--- config.mk ---
export PLATFORM = sky130hd
export DESIGN_NAME = alu_word_seq
export DESIGN_NICKNAME = d
export VERILOG_FILES = /design/src/rtl/alu_word_seq_pkg.sv /design/src/rtl/alu_word_seq_alua.sv /design/src/rtl/alu_word_seq.sv
export SDC_FILE = /design/constraint.sdc
export NUM_CORES = 1
export LEC_CHECK = 0
export CAP_MARGIN = 20
export CELL_PAD_IN_SITES_DETAIL_PLACEMENT = 1
export CELL_PAD_IN_SITES_GLOBAL_PLACEMENT = 2
export CORE_MARGIN = 5
export CORE_UTILIZATION = 30
export DETAILED_ROUTE_END_ITERATION = 6
export PLACE_DENSITY = 0.74
export SYNTH_ARGS = -nofsm -noshare
export SYNTH_HDL_FRONTEND = slang
export SYNTH_SLANG_ARGS = --single-unit
export TNS_END_PERCENT = 20
--- constraint.sdc ---
create_clock -name clk -period 4.1 [get_ports clk]
set_input_delay 1.025 -clock clk [delete_from_list [all_inputs] [get_ports clk]]
set_output_delay 1.025 -clock clk [all_outputs]
set_load 0.005 [all_outputs]
--- src/rtl/alu_word_seq_pkg.sv ---
// Shared types and constants for the multi-byte ALU sequencer and its 8-bit slice.
package alu_word_seq_pkg;

  localparam int BYTE_W = 8;

  typedef enum logic [1:0] {
    IDLE = 2'b00,
    RUN  = 2'b01,
    DONE = 2'b10
  } state_t;

  localparam logic [1:0] OP_ADD = 2'b00;
  localparam logic [1:0] OP_SUB = 2'b01;
  localparam logic [1:0] OP_AND = 2'b10;
  localparam logic [1:0] OP_OR  = 2'b11;

endpackage

--- src/rtl/alu_word_seq_alua.sv ---
// 8-bit ALU slice: add / subtract with carry chaining, plus bitwise AND / OR.
module ALUA
  import alu_word_seq_pkg::*;
(
  input  logic [BYTE_W-1:0] A,
  input  logic [BYTE_W-1:0] B,
  input  logic [1:0]        S,
  input  logic              cin,
  output logic [BYTE_W-1:0] IS,
  output logic              Cout,
  output logic              OV
);

  logic [BYTE_W-1:0] b_eff;
  logic [BYTE_W:0]   sum;

  always_comb begin
    b_eff = (S == OP_SUB) ? ~B : B;
    sum   = {1'b0, A} + {1'b0, b_eff} + {{BYTE_W{1'b0}}, cin};
    IS    = sum[BYTE_W-1:0];
    Cout  = sum[BYTE_W];
    // Overflow: both addends share a sign that the sum does not.
    OV    = (A[BYTE_W-1] == b_eff[BYTE_W-1]) && (sum[BYTE_W-1] != A[BYTE_W-1]);
    case (S)
      OP_AND: begin
        IS   = A & B;
        Cout = 1'b0;
        OV   = 1'b0;
      end
      OP_OR: begin
        IS   = A | B;
        Cout = 1'b0;
        OV   = 1'b0;
      end
      default: ;
    endcase
  end

endmodule

--- src/rtl/alu_word_seq.sv ---
// Walks one 8-bit ALU slice across an NBYTES-wide operand, LSB first, chaining
// the carry and accumulating word-level cout / ov / zero flags.
module alu_word_seq
  import alu_word_seq_pkg::*;
#(
  parameter int NBYTES = 4
) (
  input  logic                     clk,
  input  logic                     rst_n,
  input  logic                     start,
  input  logic [1:0]               op,
  input  logic                     cin_i,
  input  logic [BYTE_W*NBYTES-1:0] a,
  input  logic [BYTE_W*NBYTES-1:0] b,
  output logic                     busy,
  output logic                     done,
  output logic [BYTE_W*NBYTES-1:0] result,
  output logic                     cout,
  output logic                     ov,
  output logic                     zero
);

  localparam int IDX_W = (NBYTES > 1) ? $clog2(NBYTES) : 1;
  localparam logic [IDX_W-1:0] LAST_IDX = IDX_W'(NBYTES - 1);

  state_t state, state_nx;

  logic [NBYTES-1:0][BYTE_W-1:0] a_r, b_r, res_r, res_merge;
  logic [1:0]        op_r;
  logic              carry_r;
  logic              zacc;
  logic [IDX_W-1:0]  idx;
  logic [BYTE_W-1:0] a_byte, b_byte;
  logic [BYTE_W-1:0] slice_is;
  logic              slice_cout, slice_ov;
  logic              last_byte;
  logic              slice_zero;

  // Byte selection and result merge use a compare loop so idx never indexes
  // past the operand, whatever NBYTES is.
  always_comb begin
    a_byte    = '0;
    b_byte    = '0;
    res_merge = res_r;
    for (int i = 0; i < NBYTES; i++) begin
      if (idx == IDX_W'(i)) begin
        a_byte       = a_r[i];
        b_byte       = b_r[i];
        res_merge[i] = slice_is;
      end
    end
  end

  ALUA u_slice (
    .A    (a_byte),
    .B    (b_byte),
    .S    (op_r),
    .cin  (carry_r),
    .IS   (slice_is),
    .Cout (slice_cout),
    .OV   (slice_ov)
  );

  assign last_byte  = (idx == LAST_IDX);
  assign slice_zero = (slice_is == '0);
  assign busy       = (state == RUN);
  assign done       = (state == DONE);

  always_ff @(posedge clk) begin
    if (!rst_n) state <= IDLE;
    else        state <= state_nx;
  end

  always_comb begin
    state_nx = state;
    case (state)
      IDLE:    if (start) state_nx = RUN;
      RUN:     if (last_byte) state_nx = DONE;
      DONE:    state_nx = IDLE;
      default: state_nx = IDLE;
    endcase
  end

  always_ff @(posedge clk) begin
    if (!rst_n) begin
      a_r     <= '0;
      b_r     <= '0;
      res_r   <= '0;
      op_r    <= '0;
      carry_r <= 1'b0;
      zacc    <= 1'b0;
      idx     <= '0;
      result  <= '0;
      cout    <= 1'b0;
      ov      <= 1'b0;
      zero    <= 1'b0;
    end else begin
      case (state)
        IDLE: begin
          if (start) begin
            a_r     <= a;
            b_r     <= b;
            op_r    <= op;
            carry_r <= cin_i;
            idx     <= '0;
            zacc    <= 1'b1;
          end
        end
        RUN: begin
          res_r   <= res_merge;
          carry_r <= slice_cout;
          zacc    <= zacc & slice_zero;
          // idx parks on the last byte instead of wrapping.
          if (last_byte) begin
            result <= res_merge;
            cout   <= slice_cout;
            ov     <= slice_ov;
            zero   <= zacc & slice_zero;
          end else begin
            idx <= idx + 1'b1;
          end
        end
        default: ;
      endcase
    end
  end

endmodule
==> out/qor.csv <==
stage;metric;value;unit
timing;total negative slack;0;ps
run_status;outcome;finished, final reports clean;
routing;DR vias/cell;4.80;
yosys;Syn Area/Cell;8.24;um^2
routing;post-route ant nets;0;
yosys;main flop type after synthesis;dfxtp_1;
timing;Final min period;3770;ps
floorplanning;Top Ports;107;
critical_path;crit-path max cell delay;420;ps
yosys;Mapped Area;6130;um^2
floorplanning;floorplan row count;52;
cts;CTS tree;done;
timing;Slew HR;0.353;
cts;post-CTS setup buffer count;0;
yosys;Yosys warnings;0;
critical_path;Data arrival, critical path;4120;ps
cells_and_area;diode count;0;
timing;final hold vios;0;
place;GPL Wtd Cong;0.800;
routing;Vias;5363;
timing;clk_skew;9.85;ps
routing;DR WL/cell;16.6;um
worst_hold_path;Tightest Hold Check Type;reg -> reg;
yosys;sequential-to-total area share from yosys stat;0.428;
cells_and_area;share of layout cells above drive strength 1;0.0850;
floorplanning;Core Area;20200;um^2
cts;total CTS buffers;17;
floorplanning;Die Area;23400;um^2
pwr;P_leak;3.15;nW
cells_and_area;final net count;917;
floorplanning;Die Wd;153;um
place;placed cells;1085;
timing;fin crit share;0.920;
pwr;power per cell area;443;nW/um^2
cells_and_area;Post-Route Utilization;0.402;
critical_path;crit end category;register;
routing;Initial DRT Pass Iterations;4;
timing;RSZ-0062 raised after global routing;no;
yosys;Gate Count Post-Synth;744;
critical_path;FF-to-FF Start;idx[0]$_SDFFE_PN0P_;
global_routing;GRT overflow;0;
critical_path;kind of start point of the critical path;register;
cts;Clk Tree Root Cell;clkbuf_16;
critical_path;Critical Path Source;idx[0]$_SDFFE_PN0P_;
timing;final setup vio count;0;
timing;Max Slew Vio Count;0;
global_routing;number of global-route vias before repair;5635;
yosys;Compound-Gate Fraction of Synth Area;0.239;
yosys;asr flop ratio synth;0;
yosys;mux share of post-synthesis cell area;0.0292;
cts;clock buffer depth;2;
yosys;Post-Synth Adder-Cell Area;0.0376;
timing;worst slew pin tran;968;ps
run;max cap viols;0;
timing;top achievable clock speed;0.265;GHz
yosys;Post-Synth XOR/XNOR Area;0.0186;
yosys;number of synthesized register bits;131;
pwr;highest ir drop seen on vdd;0.270;mV
cts;TritonCTS Sinks;131;
place;Port-buffer cells;106;
cts;Worst-path clk slew;60;ps
critical_path;R2R Setup Slk;330;ps
floorplanning;Die Ht;153;um
critical_path;CP max FO;13;
global_routing;first-pass GRT wire length;30.5;mm
critical_path;Worst R2R End;zacc$_SDFFE_PN0P_;
cells_and_area;final instance count without filler cells;1117;
cells_and_area;Area Growth Syn to Fin;32.2;%
critical_path;Worst path slowest cell;dfxtp_1;
routing;Post-Route WL;18.6;mm
global_routing;number of antenna violations at the first check in global routing;0;
yosys;simple-gate portion of the synthesized area;0.197;
critical_path;critical path, cell by cell;ha_1 -> buf_4 -> nand2b_1 -> o31ai_1 -> nor2_1 -> xnor2_1 -> fa_1 -> inv_1 -> fa_1 -> nor2b_1 -> o31a_1 -> o31a_1 -> xor2_1 -> mux2i_4 -> and3_1 -> nand4_1 -> a21boi_1;
yosys;largest family of logic cells by synthesized area;compound AO/OA/AOI/OAI gates;
global_routing;pin count of the biggest net entering global routing;96;
yosys;syn nets;827;
cts;H-tree depth;4;
routing;DRT iter0 DRCs;199;
critical_path;crit path kind;reg -> reg;
routing;# DRC;0;
critical_path;FF-to-FF path depth;17;
cts;clk_lat worst skew;420;ps
global_routing;gr usage total;0.162;
yosys;Synth cell types;59;
floorplanning;Initial Util;0.304;
place;HPWL after DPL;13.7;mm
critical_path;CP Data Required Time;4450;ps
yosys;number of synthesized flops with an enable pin;0;
critical_path;Critical Path Sink;zacc$_SDFFE_PN0P_;
==> per-stage QoR <==
| step | cell area [um^2] | worst slack (ps) | total power [mW] | hold WS, ps |
|---|---|---|---|---|
| 3_5_place_dp | 7440 | 203 | 1.99 | 441 |
| 2_1_floorplan | 6130 | 744 | 1.75 | 438 |
| 4_1_cts | 8080 | 172 | 3.63 | 449 |
| 3_3_place_gp | 7440 | 393 | 1.97 | 435 |
| 6_report | 8110 | 329 | 3.59 | 444 |
| 5_1_grt | 8110 | 3.50 | 3.76 | 462 |
==> layout make-up <==
type                    instances  area (um^2)
fillers                      2359        12100
clock inverters                 8          148
multi-input cells             540         3220
flip-flops and latches        131         2620
clock buffers                  24          492
repair buffers                128         1220
well taps                     270          338
inverters                      16         60.1
==> cell usage after synthesis, drive strengths merged, types with 3 or more instances <==
library cell  number  area share
xnor2              8       0.011
o311a              7       0.011
a22oi              3      0.0037
o211ai             8      0.0098
xor2               5      0.0071
o211a             17       0.028
a21oi             20       0.020
nand2b            11       0.011
maj3               5      0.0086
a31oi              3      0.0051
clkbuf            39       0.024
a21boi            68       0.083
ha                11       0.022
mux2i             15       0.029
and2               4      0.0041
nor2              15      0.0096
o31ai              3      0.0037
nand2            229        0.14
inv               16      0.0098
o21ai             53       0.043
dfxtp            131        0.43
buf               18       0.017
nor3               3      0.0024
nand3b             3      0.0037
a21o               5      0.0061
nor2b             14       0.014
nand3              4      0.0033
==> state kept, by name (all words and copies together), names as in the netlist <==
| signal | flops |
|---|---|
| zero | 1 |
| op_r | 2 |
| result | 32 |
| zacc | 1 |
| cout | 1 |
| carry_r | 1 |
| idx | 2 |
| b_r | 32 |
| a_r | 32 |
| state | 2 |
| res_r | 24 |
| ov | 1 |
==> placed cells by master, fill, tap and decap left out, types with 3 or more instances in the layout <==
cell / count
xor2_1: 5
nand2b_1: 11
nand3_1: 4
clkbuf_16: 17
a21oi_1: 18
clkbuf_8: 4
o31ai_1: 3
a21boi_0: 66
and2_1: 3
buf_4: 22
o311a_1: 7
nor2b_1: 14
clkbuf_1: 3
o211a_1: 17
nor2_1: 14
clkdlybuf4s50_1: 105
ha_1: 11
nand2_1: 228
dfxtp_1: 131
inv_1: 14
nand3b_1: 3
maj3_1: 3
nor3_1: 3
o211ai_1: 8
mux2i_1: 12
a22oi_1: 3
o21ai_0: 36
a21o_1: 5
bufinv_16: 4
xnor2_1: 8
o21ai_1: 17
==> critical path: cells and delay by family (launching register included) <==
kind,cells,cell delay [ps]
adder cells (fa/ha/maj),3,980
buffers and inverters,2,340
XOR/XNOR,2,320
flip-flops,1,420
AO/OA/AOI/OAI,4,780
multiplexers,1,250
AND/OR/NAND/NOR,5,570
==> routing by layer <==
layer  track usage  wire length [um]  vias up
li1              -                 -     2693
met1         0.213              8920     2552
met2         0.266              8740       98
met3        0.0365               625       20
met4        0.0509               274        0
met5             0                 0        -
==> report_power, final <==
part	leakage [nW]	switching, mW	internal [mW]	total [mW]
combinational	1.77	0.334	0.249	0.583
sequential	1.07	0.0379	1.33	1.37
clock	0.314	0.555	1.08	1.64
total	3.15	0.928	2.66	3.59
==> cells by family (layout without fill, tap and decap cells) <==
| group | count (synthesis) | after routing |
|---|---|---|
| simple gates | 290 | 290 |
| compound gates | 204 | 204 |
| flops | 131 | 131 |
| buf+inv | 73 | 176 |
| fa+ha+maj | 18 | 18 |
| mux | 15 | 15 |
| xor+xnor | 13 | 13 |
==> worst min path at each step <==
stage                                        from                       to  slack [ps]  cells after the start
final                     result[23]$_SDFFE_PN0P_  result[23]$_SDFFE_PN0P_         440                      2
after global routing      result[12]$_SDFFE_PN0P_  result[12]$_SDFFE_PN0P_         460                      2
after CTS                 result[15]$_SDFFE_PN0P_  result[15]$_SDFFE_PN0P_         450                      2
after detailed placement  result[15]$_SDFFE_PN0P_  result[15]$_SDFFE_PN0P_         440                      2
after global placement    result[31]$_SDFFE_PN0P_  result[31]$_SDFFE_PN0P_         430                      2
after floorplan              a_r[25]$_SDFFE_PN0P_     a_r[25]$_SDFFE_PN0P_         440                      2
==> repair_timing <==
item,4_1_cts,5_1_grt
resized for setup,0,3
setup endpoints to repair,0,5
hold buffers,0,0
Power figures use the tool's default switching activity.
